$ cat src/rtl/multicycle_ctrl_if.sv
//------------------------------------------------------------------------------
// Module   : multicycle_ctrl_if
// Brief    : Control/status bundle between the multicycle MIPS controller and
//            its shared datapath / memory.
// Revision : 1.0 - initial release
//------------------------------------------------------------------------------
`default_nettype none

interface multicycle_ctrl_if #(
    parameter int CNT_W = 32
);
    // Datapath/memory status into the controller
    logic [5:0]       OpCode;
    logic [5:0]       Funct;
    logic             Zero;
    logic             MemReady;

    // Datapath controls out of the controller
    logic             PCWrite;
    logic             IorD;
    logic             MemRead;
    logic             MemWrite;
    logic             IRWrite;
    logic             RegDst;
    logic             Mem2Reg;
    logic             RegWrite;
    logic             ALUSrcA;
    logic [1:0]       ALUSrcB;
    logic             ExtOp;
    logic [3:0]       ALUOp;
    logic [1:0]       PCSource;
    logic             Illegal;
    logic [3:0]       State;
    logic [CNT_W-1:0] InstrCount;

    // Controller side
    modport slave (
        input  OpCode, Funct, Zero, MemReady,
        output PCWrite, IorD, MemRead, MemWrite, IRWrite, RegDst, Mem2Reg,
               RegWrite, ALUSrcA, ALUSrcB, ExtOp, ALUOp, PCSource, Illegal,
               State, InstrCount
    );

    // Datapath side
    modport master (
        output OpCode, Funct, Zero, MemReady,
        input  PCWrite, IorD, MemRead, MemWrite, IRWrite, RegDst, Mem2Reg,
               RegWrite, ALUSrcA, ALUSrcB, ExtOp, ALUOp, PCSource, Illegal,
               State, InstrCount
    );
endinterface

`default_nettype wire

$ cat src/rtl/multicycle_ctrl.sv
//------------------------------------------------------------------------------
// Module   : multicycle_ctrl
// Brief    : Main control FSM of the multicycle MIPS R2000 core. Sequences the
//            shared memory/ALU datapath, handshakes with variable-latency
//            memory and counts retired instructions.
// Revision : 1.0 - initial release
//------------------------------------------------------------------------------
`default_nettype none

module multicycle_ctrl #(
    parameter int CNT_W = 32
) (
    input  wire logic          CLK,
    input  wire logic          RST,
    multicycle_ctrl_if.slave   bus
);

    typedef enum logic [3:0] {
        S_RESET  = 4'd0,
        S_FETCH  = 4'd1,
        S_DECODE = 4'd2,
        S_MEMADR = 4'd3,
        S_MEMRD  = 4'd4,
        S_MEMWB  = 4'd5,
        S_MEMWR  = 4'd6,
        S_EXEC   = 4'd7,
        S_ALUWB  = 4'd8,
        S_BRANCH = 4'd9,
        S_JUMP   = 4'd10,
        S_IEXEC  = 4'd11,
        S_IWB    = 4'd12
    } state_t;

    localparam logic [5:0] c_OP_RTYPE = 6'b000000;
    localparam logic [5:0] c_OP_LW    = 6'b100011;
    localparam logic [5:0] c_OP_SW    = 6'b101011;
    localparam logic [5:0] c_OP_BEQ   = 6'b000100;
    localparam logic [5:0] c_OP_J     = 6'b000010;
    localparam logic [5:0] c_OP_ADDIU = 6'b001001;
    localparam logic [5:0] c_OP_ORI   = 6'b001101;

    localparam logic [3:0] c_ALU_ADD = 4'b0000;
    localparam logic [3:0] c_ALU_SUB = 4'b0001;
    localparam logic [3:0] c_ALU_AND = 4'b0010;
    localparam logic [3:0] c_ALU_OR  = 4'b0011;
    localparam logic [3:0] c_ALU_SLT = 4'b0100;
    localparam logic [3:0] c_ALU_SLL = 4'b0101;
    localparam logic [3:0] c_ALU_SRL = 4'b0110;

    state_t           r_state;
    state_t           w_next;
    logic [CNT_W-1:0] r_count;
    logic             w_retire;
    logic             w_funct_ok;
    logic [3:0]       w_funct_alu;

    // R-type function decode: supported flag and the ALU operation it selects
    always_comb begin
        w_funct_ok  = 1'b1;
        w_funct_alu = c_ALU_ADD;
        case (bus.Funct)
            6'b100001: w_funct_alu = c_ALU_ADD;
            6'b100011: w_funct_alu = c_ALU_SUB;
            6'b100100: w_funct_alu = c_ALU_AND;
            6'b100101: w_funct_alu = c_ALU_OR;
            6'b101010: w_funct_alu = c_ALU_SLT;
            6'b000000: w_funct_alu = c_ALU_SLL;
            6'b000010: w_funct_alu = c_ALU_SRL;
            default:   w_funct_ok  = 1'b0;
        endcase
    end

    // State register and retired-instruction counter; reset abandons any
    // instruction in flight without counting it
    always_ff @(posedge CLK) begin
        if (RST) begin
            r_state <= S_RESET;
            r_count <= '0;
        end else begin
            r_state <= w_next;
            if (w_retire) begin
                r_count <= r_count + CNT_W'(1);
            end
        end
    end

    // Next-state and per-state datapath controls (Moore, except the
    // MemReady-gated PC/IR loads in FETCH and the Zero-gated PC load in BRANCH)
    always_comb begin
        w_next       = S_FETCH;
        w_retire     = 1'b0;
        bus.PCWrite  = 1'b0;
        bus.IorD     = 1'b0;
        bus.MemRead  = 1'b0;
        bus.MemWrite = 1'b0;
        bus.IRWrite  = 1'b0;
        bus.RegDst   = 1'b0;
        bus.Mem2Reg  = 1'b0;
        bus.RegWrite = 1'b0;
        bus.ALUSrcA  = 1'b0;
        bus.ALUSrcB  = 2'b00;
        bus.ExtOp    = 1'b0;
        bus.ALUOp    = c_ALU_ADD;
        bus.PCSource = 2'b00;
        bus.Illegal  = 1'b0;
        case (r_state)
            S_RESET: begin
                w_next = S_FETCH;
            end
            S_FETCH: begin
                // PC+4 computed by the ALU while the instruction is read
                bus.MemRead = 1'b1;
                bus.ALUSrcB = 2'b01;
                bus.IRWrite = bus.MemReady;
                bus.PCWrite = bus.MemReady;
                w_next      = bus.MemReady ? S_DECODE : S_FETCH;
            end
            S_DECODE: begin
                // Speculative branch target into ALUOut
                bus.ALUSrcB = 2'b11;
                bus.ExtOp   = 1'b1;
                case (bus.OpCode)
                    c_OP_RTYPE: begin
                        if (w_funct_ok) begin
                            w_next = S_EXEC;
                        end else begin
                            bus.Illegal = 1'b1;
                        end
                    end
                    c_OP_LW, c_OP_SW:     w_next = S_MEMADR;
                    c_OP_BEQ:             w_next = S_BRANCH;
                    c_OP_J:               w_next = S_JUMP;
                    c_OP_ADDIU, c_OP_ORI: w_next = S_IEXEC;
                    default:              bus.Illegal = 1'b1;
                endcase
            end
            S_MEMADR: begin
                bus.ALUSrcA = 1'b1;
                bus.ALUSrcB = 2'b10;
                bus.ExtOp   = 1'b1;
                w_next      = (bus.OpCode == c_OP_SW) ? S_MEMWR : S_MEMRD;
            end
            S_MEMRD: begin
                bus.MemRead = 1'b1;
                bus.IorD    = 1'b1;
                w_next      = bus.MemReady ? S_MEMWB : S_MEMRD;
            end
            S_MEMWB: begin
                bus.RegWrite = 1'b1;
                bus.Mem2Reg  = 1'b1;
                w_retire     = 1'b1;
            end
            S_MEMWR: begin
                bus.MemWrite = 1'b1;
                bus.IorD     = 1'b1;
                w_retire     = bus.MemReady;
                w_next       = bus.MemReady ? S_FETCH : S_MEMWR;
            end
            S_EXEC: begin
                bus.ALUSrcA = 1'b1;
                bus.ALUOp   = w_funct_alu;
                w_next      = S_ALUWB;
            end
            S_ALUWB: begin
                bus.RegWrite = 1'b1;
                bus.RegDst   = 1'b1;
                w_retire     = 1'b1;
            end
            S_BRANCH: begin
                bus.ALUSrcA  = 1'b1;
                bus.ALUOp    = c_ALU_SUB;
                bus.PCSource = 2'b01;
                bus.PCWrite  = bus.Zero;
                w_retire     = 1'b1;
            end
            S_JUMP: begin
                bus.PCSource = 2'b10;
                bus.PCWrite  = 1'b1;
                w_retire     = 1'b1;
            end
            S_IEXEC: begin
                bus.ALUSrcA = 1'b1;
                bus.ALUSrcB = 2'b10;
                if (bus.OpCode == c_OP_ORI) begin
                    bus.ALUOp = c_ALU_OR;
                end else begin
                    bus.ExtOp = 1'b1;
                end
                w_next = S_IWB;
            end
            S_IWB: begin
                bus.RegWrite = 1'b1;
                w_retire     = 1'b1;
            end
            default: begin
                w_next = S_FETCH;
            end
        endcase
    end

    assign bus.State      = r_state;
    assign bus.InstrCount = r_count;

endmodule

`default_nettype wire
$ cat src/flat_wrapper.sv
// flat-port wrapper written by rule: the top's interface ports become plain ports
module multicycle_ctrl_flat 
#(
    parameter int CNT_W = 32
)
  (CLK, RST, bus_OpCode, bus_Funct, bus_Zero, bus_MemReady, bus_PCWrite, bus_IorD, bus_MemRead, bus_MemWrite, bus_IRWrite, bus_RegDst, bus_Mem2Reg, bus_RegWrite, bus_ALUSrcA, bus_ALUSrcB, bus_ExtOp, bus_ALUOp, bus_PCSource, bus_Illegal, bus_State, bus_InstrCount);
  multicycle_ctrl_if #(.CNT_W(CNT_W)) bus_i ();
  input  wire logic CLK;
  input  wire logic RST;
  input wire logic [$bits(bus_i.OpCode)-1:0] bus_OpCode;
  input wire logic [$bits(bus_i.Funct)-1:0] bus_Funct;
  input wire logic [$bits(bus_i.Zero)-1:0] bus_Zero;
  input wire logic [$bits(bus_i.MemReady)-1:0] bus_MemReady;
  output wire logic [$bits(bus_i.PCWrite)-1:0] bus_PCWrite;
  output wire logic [$bits(bus_i.IorD)-1:0] bus_IorD;
  output wire logic [$bits(bus_i.MemRead)-1:0] bus_MemRead;
  output wire logic [$bits(bus_i.MemWrite)-1:0] bus_MemWrite;
  output wire logic [$bits(bus_i.IRWrite)-1:0] bus_IRWrite;
  output wire logic [$bits(bus_i.RegDst)-1:0] bus_RegDst;
  output wire logic [$bits(bus_i.Mem2Reg)-1:0] bus_Mem2Reg;
  output wire logic [$bits(bus_i.RegWrite)-1:0] bus_RegWrite;
  output wire logic [$bits(bus_i.ALUSrcA)-1:0] bus_ALUSrcA;
  output wire logic [$bits(bus_i.ALUSrcB)-1:0] bus_ALUSrcB;
  output wire logic [$bits(bus_i.ExtOp)-1:0] bus_ExtOp;
  output wire logic [$bits(bus_i.ALUOp)-1:0] bus_ALUOp;
  output wire logic [$bits(bus_i.PCSource)-1:0] bus_PCSource;
  output wire logic [$bits(bus_i.Illegal)-1:0] bus_Illegal;
  output wire logic [$bits(bus_i.State)-1:0] bus_State;
  output wire logic [$bits(bus_i.InstrCount)-1:0] bus_InstrCount;
  assign bus_i.OpCode = bus_OpCode;
  assign bus_i.Funct = bus_Funct;
  assign bus_i.Zero = bus_Zero;
  assign bus_i.MemReady = bus_MemReady;
  assign bus_PCWrite = bus_i.PCWrite;
  assign bus_IorD = bus_i.IorD;
  assign bus_MemRead = bus_i.MemRead;
  assign bus_MemWrite = bus_i.MemWrite;
  assign bus_IRWrite = bus_i.IRWrite;
  assign bus_RegDst = bus_i.RegDst;
  assign bus_Mem2Reg = bus_i.Mem2Reg;
  assign bus_RegWrite = bus_i.RegWrite;
  assign bus_ALUSrcA = bus_i.ALUSrcA;
  assign bus_ALUSrcB = bus_i.ALUSrcB;
  assign bus_ExtOp = bus_i.ExtOp;
  assign bus_ALUOp = bus_i.ALUOp;
  assign bus_PCSource = bus_i.PCSource;
  assign bus_Illegal = bus_i.Illegal;
  assign bus_State = bus_i.State;
  assign bus_InstrCount = bus_i.InstrCount;
  multicycle_ctrl #(.CNT_W(CNT_W)) u_core (.CLK(CLK), .RST(RST), .bus(bus_i));
endmodule
$ cat config.mk
export PLATFORM = sky130hd
export DESIGN_NAME = multicycle_ctrl_flat
export DESIGN_NICKNAME = d
export VERILOG_FILES = /design/src/rtl/multicycle_ctrl_if.sv /design/src/rtl/multicycle_ctrl.sv /design/src/flat_wrapper.sv
export SDC_FILE = /design/constraint.sdc
export NUM_CORES = 1
export LEC_CHECK = 0
export BUFFER_PORTS_ARGS = -buffer_cell sky130_fd_sc_hd__buf_4
export CAP_MARGIN = 20
export CORE_ASPECT_RATIO = 2
export CORE_UTILIZATION = 46
export DETAILED_ROUTE_END_ITERATION = 16
export PLACE_DENSITY = 0.72
export SKIP_LAST_GASP = 1
export SLEW_MARGIN = 0
export SYNTH_ARGS = -nofsm -noshare
export SYNTH_HDL_FRONTEND = slang
export SYNTH_SLANG_ARGS = --single-unit
$ cat constraint.sdc
create_clock -name CLK -period 2.75 [get_ports CLK]
set_input_delay 0.825 -clock CLK [delete_from_list [all_inputs] [get_ports CLK]]
set_output_delay 0.825 -clock CLK [all_outputs]
set_load 0.05 [all_outputs]
==> run summary, run 1 <==
Vias/cell - 5.85
DRC Markers - 0
Die area - 5220 um2
Post-layout util - 66.2%
Post-CTS setup buffer count - 0
DP HPWL - 4.96 mm
Compound-cell area share of the yosys netlist - 20.8%
Post-DP Area - 2950 um2
Grt ovf - 0
First drt pass iteration count - 4
Crit path max-delay family - simple AND/OR/NAND/NOR gates
Initial antenna violation count - 0
Largest buffer count on any clock path - 2
Post-CTS Hold Fix Bufs - 0
Worst Max-Slew Pin Slew - 0.656 ns
Status - finished with violations
Unique cell type count in the Yosys netlist - 59
GRT Total Usage - 26.3%
Post-synthesis mux area share - 0%
Top cell by count, worst path - or4_4
Routability congestion estimate - 0.858
TritonCTS clock tree - done
Detailed-route wire length per cell - 15.5 um
Post-DRT Antenna Nets - 0
PnR worst setup slack - -0.435 ns
Port-buffer cells - 69
Tcrit/Tclk final - 116%
Worst IR drop on VDD - 482 uV
Buf+Inv Stages, Crit Path - 2
Final setup violating endpoints - 1
Worst setup EP type - primary output
DIE HEIGHT - 101 um
Site row count - 35
Critical Path Max Stage Delay - 0.53 ns
Post-synthesis cell type with the largest combined area - dfxtp_1
First-pass GRT wire length - 10.5 mm
Mapped Nets - 301
H-Tree Depth - 2
Post-route cell area - 3100 um2
Req. time, crit path - 1.93 ns
Leakage - 1.26 nW
Initial Utilization - 48.3%
Final min period - 3.19 ns
Core footprint - 4690 um2
Final Non-Filler Cells - 420
Clk sinks - 36
RSZ-0062 raised after global routing - true
Mapped Area - 2260 um2
Top-count cell post-synth - nor2_1
Synth Area in Adders - 1.05%
Main combinational cell family by area after synthesis - simple AND/OR/NAND/NOR gates
Final Hold Viols - 0
Layout net count - 381
Worst path arrival time - 2.36 ns
FFs w/ async S/R, synth - 0%
Root buffer cell - clkbuf_8
Largest cells by area after synthesis - dfxtp_1 32%, xor2_1 9.3%, nor2_1 7.5%, o2111ai_1 4.3%, nand2_1 3.8%
Worst setup SP type - primary input
Critical path class - primary input to primary output
HP Class - register to register
Top Ports - 71
Yosys reg bits - 36
Iter 0 DRT Violations - 45
Pwr Density - 364 nW/um2
PostCTS Resize Cnt - 6
Largest net degree at the start of global routing - 37
Syn avg cell area - 7.97 um2
Post-Synth Simple-Gate Area - 30.5%
Die width - 51.6 um
Ant diodes - 0
Number of CTS-inserted buffers - 5
Final WL - 6.51 mm
Top cells by count, synth - 45 x nor2_1, 36 x dfxtp_1, 24 x xor2_1
Slew Limit Headroom - 55.9%
Max-cap viol count - 0
Cells after synthesis - 284
Clock Pin Slew Worst Setup and Hold Paths - 0.07 ns
Sequential share of the synthesized area - 31.8%
Synth Flop Type - dfxtp_1
Top cell type's share of synthesized area - 31.8%
Vias in the first global route - 2289
Worst Skew - 0.00945 ns
Xor and xnor area share after synthesis - 10.4%
Fin. max-slew vios - 0
CP max-delay cell - or4_4
Fin Setup TNS - -0.435 ns
EDFF count, synth - 0
Yosys warns - 0
Fmax - 0.314 GHz
CP cell instances - buf_4 -> or4_4 -> or4_4 -> a221oi_4 -> nor2_4 -> buf_6
Routed vias - 2455
Area grow syn2layout - 37.1%
Worst-Skew Late Latency - 0.29 ns
Failing checks - negative setup slack
Share of post-route cells with drive strength above 1 - 35.3%
Critical path fanouts, max - 2
Cell count after placement - 412
Fin Hold WS - 0.500 ns
## layer usage
layer | global-route usage (%) | part of all wire, % | up-vias | wire length [um]
met2 | 50.8 | 58 | 88 | 3740
met4 | 15.0 | 3.1 | 0 | 200
met5 | 0 | 0 | - | 0
li1 | - | - | 1181 | -
met1 | 25.3 | 36 | 1167 | 2310
met3 | 2.85 | 3.8 | 19 | 250
## worst min-delay path: cells and delay by family (launching register included)
| family | cells | cell delay (ns) |
|---|---|---|
| AOI/OAI and AO/OA | 2 | 0.13 |
| DFF | 1 | 0.32 |
## area by class of cell
type                       instances  area (um2)
fill                             419        1580
multi-input combinational        229        1520
sequential                        36         723
timing repair buffer              88         672
clock buffer                       6        72.6
tap                               55        68.8
clock inverter                     2        35.0
inverter                           4        15.0
## through the flow
step / power [mW] / setup slack (ns)
2_1_floorplan: 0.623 / -0.244
3_3_place_gp: 0.678 / -0.459
3_5_place_dp: 0.679 / -0.489
4_1_cts: 1.13 / -0.437
5_1_grt: 1.16 / -0.475
6_report: 1.13 / -0.435
## flip-flops by register name, indices dropped and copies added (netlist names)
name and flops:
u_core.bus.InstrCount 32, u_core.bus.State 4
## power by group
group	leakage [nW]	internal, mW	switching, mW	total (mW)
registers	0.291	0.523	0.00567	0.529
logic	0.917	0.0545	0.0904	0.145
clock network	0.0552	0.269	0.187	0.456
## path summary, 6_finish.rpt
path                                                              from                                endpoint  slack, ns  cells past startpoint
worst max-delay path                                     bus_OpCode[0]                             bus_Illegal      -0.44                      6
worst min register to register  u_core.bus.InstrCount[31]$_SDFFE_PP0P_  u_core.bus.InstrCount[31]$_SDFFE_PP0P_       0.50                      2
worst max register to register          u_core.bus.State[2]$_SDFF_PP0_  u_core.bus.InstrCount[31]$_SDFFE_PP0P_       0.70                      6
worst min-delay path            u_core.bus.InstrCount[31]$_SDFFE_PP0P_  u_core.bus.InstrCount[31]$_SDFFE_PP0P_       0.50                      2
## cell families after synthesis
logic type / Yosys count
and+or+nand+nor: 132
other: 1
xor gates and xnor gates: 27
buffers and inverters: 19
DFF: 36
AOI/OAI and AO/OA: 67
adders and majority gates: 2
## placed cells by master (no fill, tap or decap), types with 2 or more instances in the layout
cell | Yosys | routed
a211o_2 | 1 | 2
a211oi_1 | 2 | 2
a21oi_1 | 11 | 9
a21oi_2 | 1 | 3
and2_1 | 4 | 4
and3_1 | 6 | 5
and3b_1 | 2 | 2
and4_1 | 3 | 3
buf_4 | 1 | 85
buf_6 | 4 | 3
clkbuf_8 | 1 | 5
dfxtp_1 | 36 | 34
dfxtp_2 | 0 | 2
inv_1 | 2 | 2
inv_2 | 2 | 2
nand2_1 | 23 | 23
nand2b_1 | 2 | 2
nand3_1 | 8 | 7
nand3b_1 | 2 | 2
nand4_1 | 4 | 4
nor2_1 | 45 | 41
nor2_2 | 1 | 3
nor2_4 | 0 | 2
nor2b_1 | 4 | 4
nor3_1 | 8 | 4
nor3_2 | 1 | 5
o2111ai_1 | 11 | 11
o211ai_1 | 5 | 5
o21ai_0 | 17 | 16
o21ai_1 | 8 | 9
or3_1 | 5 | 5
or4_4 | 0 | 2
xnor2_1 | 3 | 3
xor2_1 | 24 | 24
Power figures use the tool's default switching activity.
==> run 2: changes to the inputs <==
--- a/config.mk
+++ b/config.mk
@@ -8,9 +8,9 @@
 export BUFFER_PORTS_ARGS = -buffer_cell sky130_fd_sc_hd__buf_4
 export CAP_MARGIN = 20
 export CORE_ASPECT_RATIO = 2
-export CORE_UTILIZATION = 46
+export CORE_UTILIZATION = 51
 export DETAILED_ROUTE_END_ITERATION = 16
-export PLACE_DENSITY = 0.72
+export PLACE_DENSITY = 0.76
 export SKIP_LAST_GASP = 1
 export SLEW_MARGIN = 0
 export SYNTH_ARGS = -nofsm -noshare
==> constraint.sdc (replaced) <==
create_clock -name CLK -period 3.5 [get_ports CLK]
set_input_delay 1.05 -clock CLK [delete_from_list [all_inputs] [get_ports CLK]]
set_output_delay 1.05 -clock CLK [all_outputs]
set_load 0.05 [all_outputs]
==> run 2 against run 1 <==
- the run still ends with negative setup slack left
- critical path depth is the same
- worst hold slack better by 0.0071 ns
- sequential cell count is the same
- via count down 3.3%
- die area shrank 9.5%
- total power is 18% lower
- non-clock buffer count is 7 lower
- final cell count down 1.9%
- first-iteration DRC count grew 22%
- global-route usage rose by 1.3 points
- register-to-register slack better by 0.66 ns
- setup slack better by 0.32 ns
- largest cell class unchanged
- largest power group unchanged
==> run summary, run 2 (same netlist as run 1, synthesis figures left out) <==
Root buffer cell - clkbuf_8
Post-CTS Hold Fix Bufs - 0 (unchanged)
Detailed-route wire length per cell - 15.4 um (-0.55%)
Area grow syn2layout - 32.6%
Slew Limit Headroom - 59.7% (+3.8 points)
First-pass GRT wire length - 9.96 mm (-4.9%)
Port-buffer cells - 69 (unchanged)
Critical path class - primary input to primary output
Register-to-Register Path Depth - 5 (-1)
Req. time, crit path - 2.45 ns (+0.52 ns)
TritonCTS clock tree - done
Power Internal - 0.701 mW (-17%)
Fin Hold WS - 0.507 ns (+0.00709 ns)
Cell count after placement - 402 (-2.4%)
Commonest non-fill, non-tap cell in the layout - buf_4
Top Ports - 71 (unchanged)
Pwr Density - 308 nW/um2 (-15%)
Seq pwr share - 45.0% (-1.8 points)
Critical path fanouts, max - 2 (unchanged)
RSZ-0062 raised after global routing - true
Site row count - 34 (-2.9%)
Die width - 49.1 um (-4.8%)
Failing checks - negative setup slack
Fmax - 0.276 GHz
Post-DRT Antenna Nets - 0 (unchanged)
Vias in the first global route - 2231 (-2.5%)
Clock power share - 43.7% (+3.3 points)
Initial antenna violation count - 0 (unchanged)
Core footprint - 4300 um2 (-8.3%)
Worst setup EP type - primary output
Grt ovf - 0 (unchanged)
Switching Fraction - 24.1% (-1.0 points)
Clk sinks - 36 (unchanged)
Max-cap viol count - 0 (unchanged)
Status - finished with violations
DP HPWL - 4.76 mm (-4.0%)
Die area - 4720 um2 (-9.5%)
Vias/cell - 5.76 (-1.5%)
Final Non-Filler Cells - 412 (-1.9%)
Final setup violating endpoints - 1 (unchanged)
Worst Skew - 0.00556 ns (-0.00388 ns)
Clock Pin Slew Worst Setup and Hold Paths - 0.07 ns (about the same)
Tcrit/Tclk final - 103%
Share of post-route cells with drive strength above 1 - 30.2% (-5.2 points)
Ant diodes - 0 (unchanged)
Total chip power - 0.923 mW (-18%)
Worst setup SP type - primary input
Worst hold path depth - 2 (unchanged)
HP Class - register to register
Most frequent cells in the layout - 78 x buf_4, 44 x nor2_1, 36 x dfxtp_1
PnR worst setup slack - -0.118 ns (+0.318 ns)
First drt pass iteration count - 5 (+1)
Final Hold Viols - 0 (unchanged)
DIE HEIGHT - 96.2 um (-4.9%)
Largest buffer count on any clock path - 2 (unchanged)
Gate power share - 11.3% (-1.5 points)
Post-route cell area - 3000 um2 (-3.3%)
H-Tree Depth - 2 (unchanged)
Fin Setup TNS - -0.118 ns (+0.318 ns)
Number of CTS-inserted buffers - 5 (unchanged)
Worst IR drop on VDD - 452 uV (-6.1%)
Worst Max-Slew Pin Slew - 0.600 ns (-0.0562 ns)
Final min period - 3.62 ns
Routed vias - 2373 (-3.3%)
Max reg flops - 32 (unchanged)
Iter 0 DRT Violations - 55 (+22%)
Final WL - 6.35 mm (-2.4%)
Net switching power - 0.222 mW (-22%)
Initial Utilization - 52.7% (+4.4 points)
Largest net degree at the start of global routing - 37 (unchanged)
Worst-Skew Late Latency - 0.29 ns (about the same)
Leakage - 1.23 nW (-2.4%)
Layout net count - 374 (-1.8%)
Worst path arrival time - 2.57 ns (+0.21 ns)
Fin. max-slew vios - 0 (unchanged)
Routability congestion estimate - 0.898 (+4.7%)
Post-DP Area - 2830 um2 (-4.0%)
GRT Total Usage - 27.6% (+1.3 points)
DRC Markers - 0 (unchanged)
[run 2: cell types whose count changed in the layout (fill, tap and decap cells not counted), sizes merged]
cell,before,now
clkinv,1,0
buf,88,81
clkbuf,6,7
[run 2: layer usage]
layer / share of wire, % / global-route usage (%) / wire length (um) / up-vias
met5: 0 / 0 / 0 / -
met4: 3.9 / 18.9 / 246 / 0
met3: 4.3 / 3.63 / 272 / 16
met2: 55 / 54.5 / 3510 / 82
met1: 37 / 25.2 / 2320 / 1106
li1: - / - / - / 1169
[run 2: final timing paths]
kind                                                             start                                      to  slack (ns)
worst max-delay path                                     bus_OpCode[4]                             bus_Illegal       -0.12
worst min-delay path            u_core.bus.InstrCount[31]$_SDFFE_PP0P_  u_core.bus.InstrCount[31]$_SDFFE_PP0P_        0.51
worst max register to register          u_core.bus.State[0]$_SDFF_PP0_  u_core.bus.InstrCount[21]$_SDFFE_PP0P_        1.36
worst min register to register  u_core.bus.InstrCount[31]$_SDFFE_PP0P_  u_core.bus.InstrCount[31]$_SDFFE_PP0P_        0.51
[run 2: what timing repair did]
item                                    4_1_cts  5_1_grt
gates resized for setup                       6        0
hold endpoints to repair                      0        0
buffers inserted                              2        0
endpoints found under the setup margin        1        1
pin swaps                                     3        1
[run 2: power groups by stage]
stage | clock network, mW | registers [mW] | logic (mW)
finish | 0.403 | 0.416 | 0.104
global route | 0.426 | 0.416 | 0.112
CTS | 0.411 | 0.415 | 0.104
detailed placement | 0 | 0.425 | 0.101
global placement | 0 | 0.425 | 0.0999
floorplan | 0 | 0.426 | 0.0604
[run 2: stage by stage]
| stage | util (%) | setup slack [ns] |
|---|---|---|
| after floorplan | - | 0.0294 |
| after global placement | 65.8 | -0.230 |
| after detailed placement | 65.8 | -0.229 |
| after CTS | 69.8 | -0.173 |
| after global routing | 69.8 | -0.161 |
| final | 69.8 | -0.118 |
[run 2: cell type report]
| type | instances | area (um2) |
|---|---|---|
| Sequential cell | 36 | 721 |
| Clock inverter | 1 | 30.0 |
| Inverter | 4 | 15.0 |
| Timing Repair Buffer | 81 | 619 |
| Fill cell | 373 | 1300 |
| Clock buffer | 7 | 96.3 |
| Tap cell | 54 | 67.6 |
| Multi-Input combinational cell | 229 | 1450 |
[run 2: worst max-delay path: stages]
cell	delay [ns]
buf_6	0.09
or4_4	0.53
or4_4	0.44
a221oi_4	0.24
nor2_2	0.06
buf_6	0.15
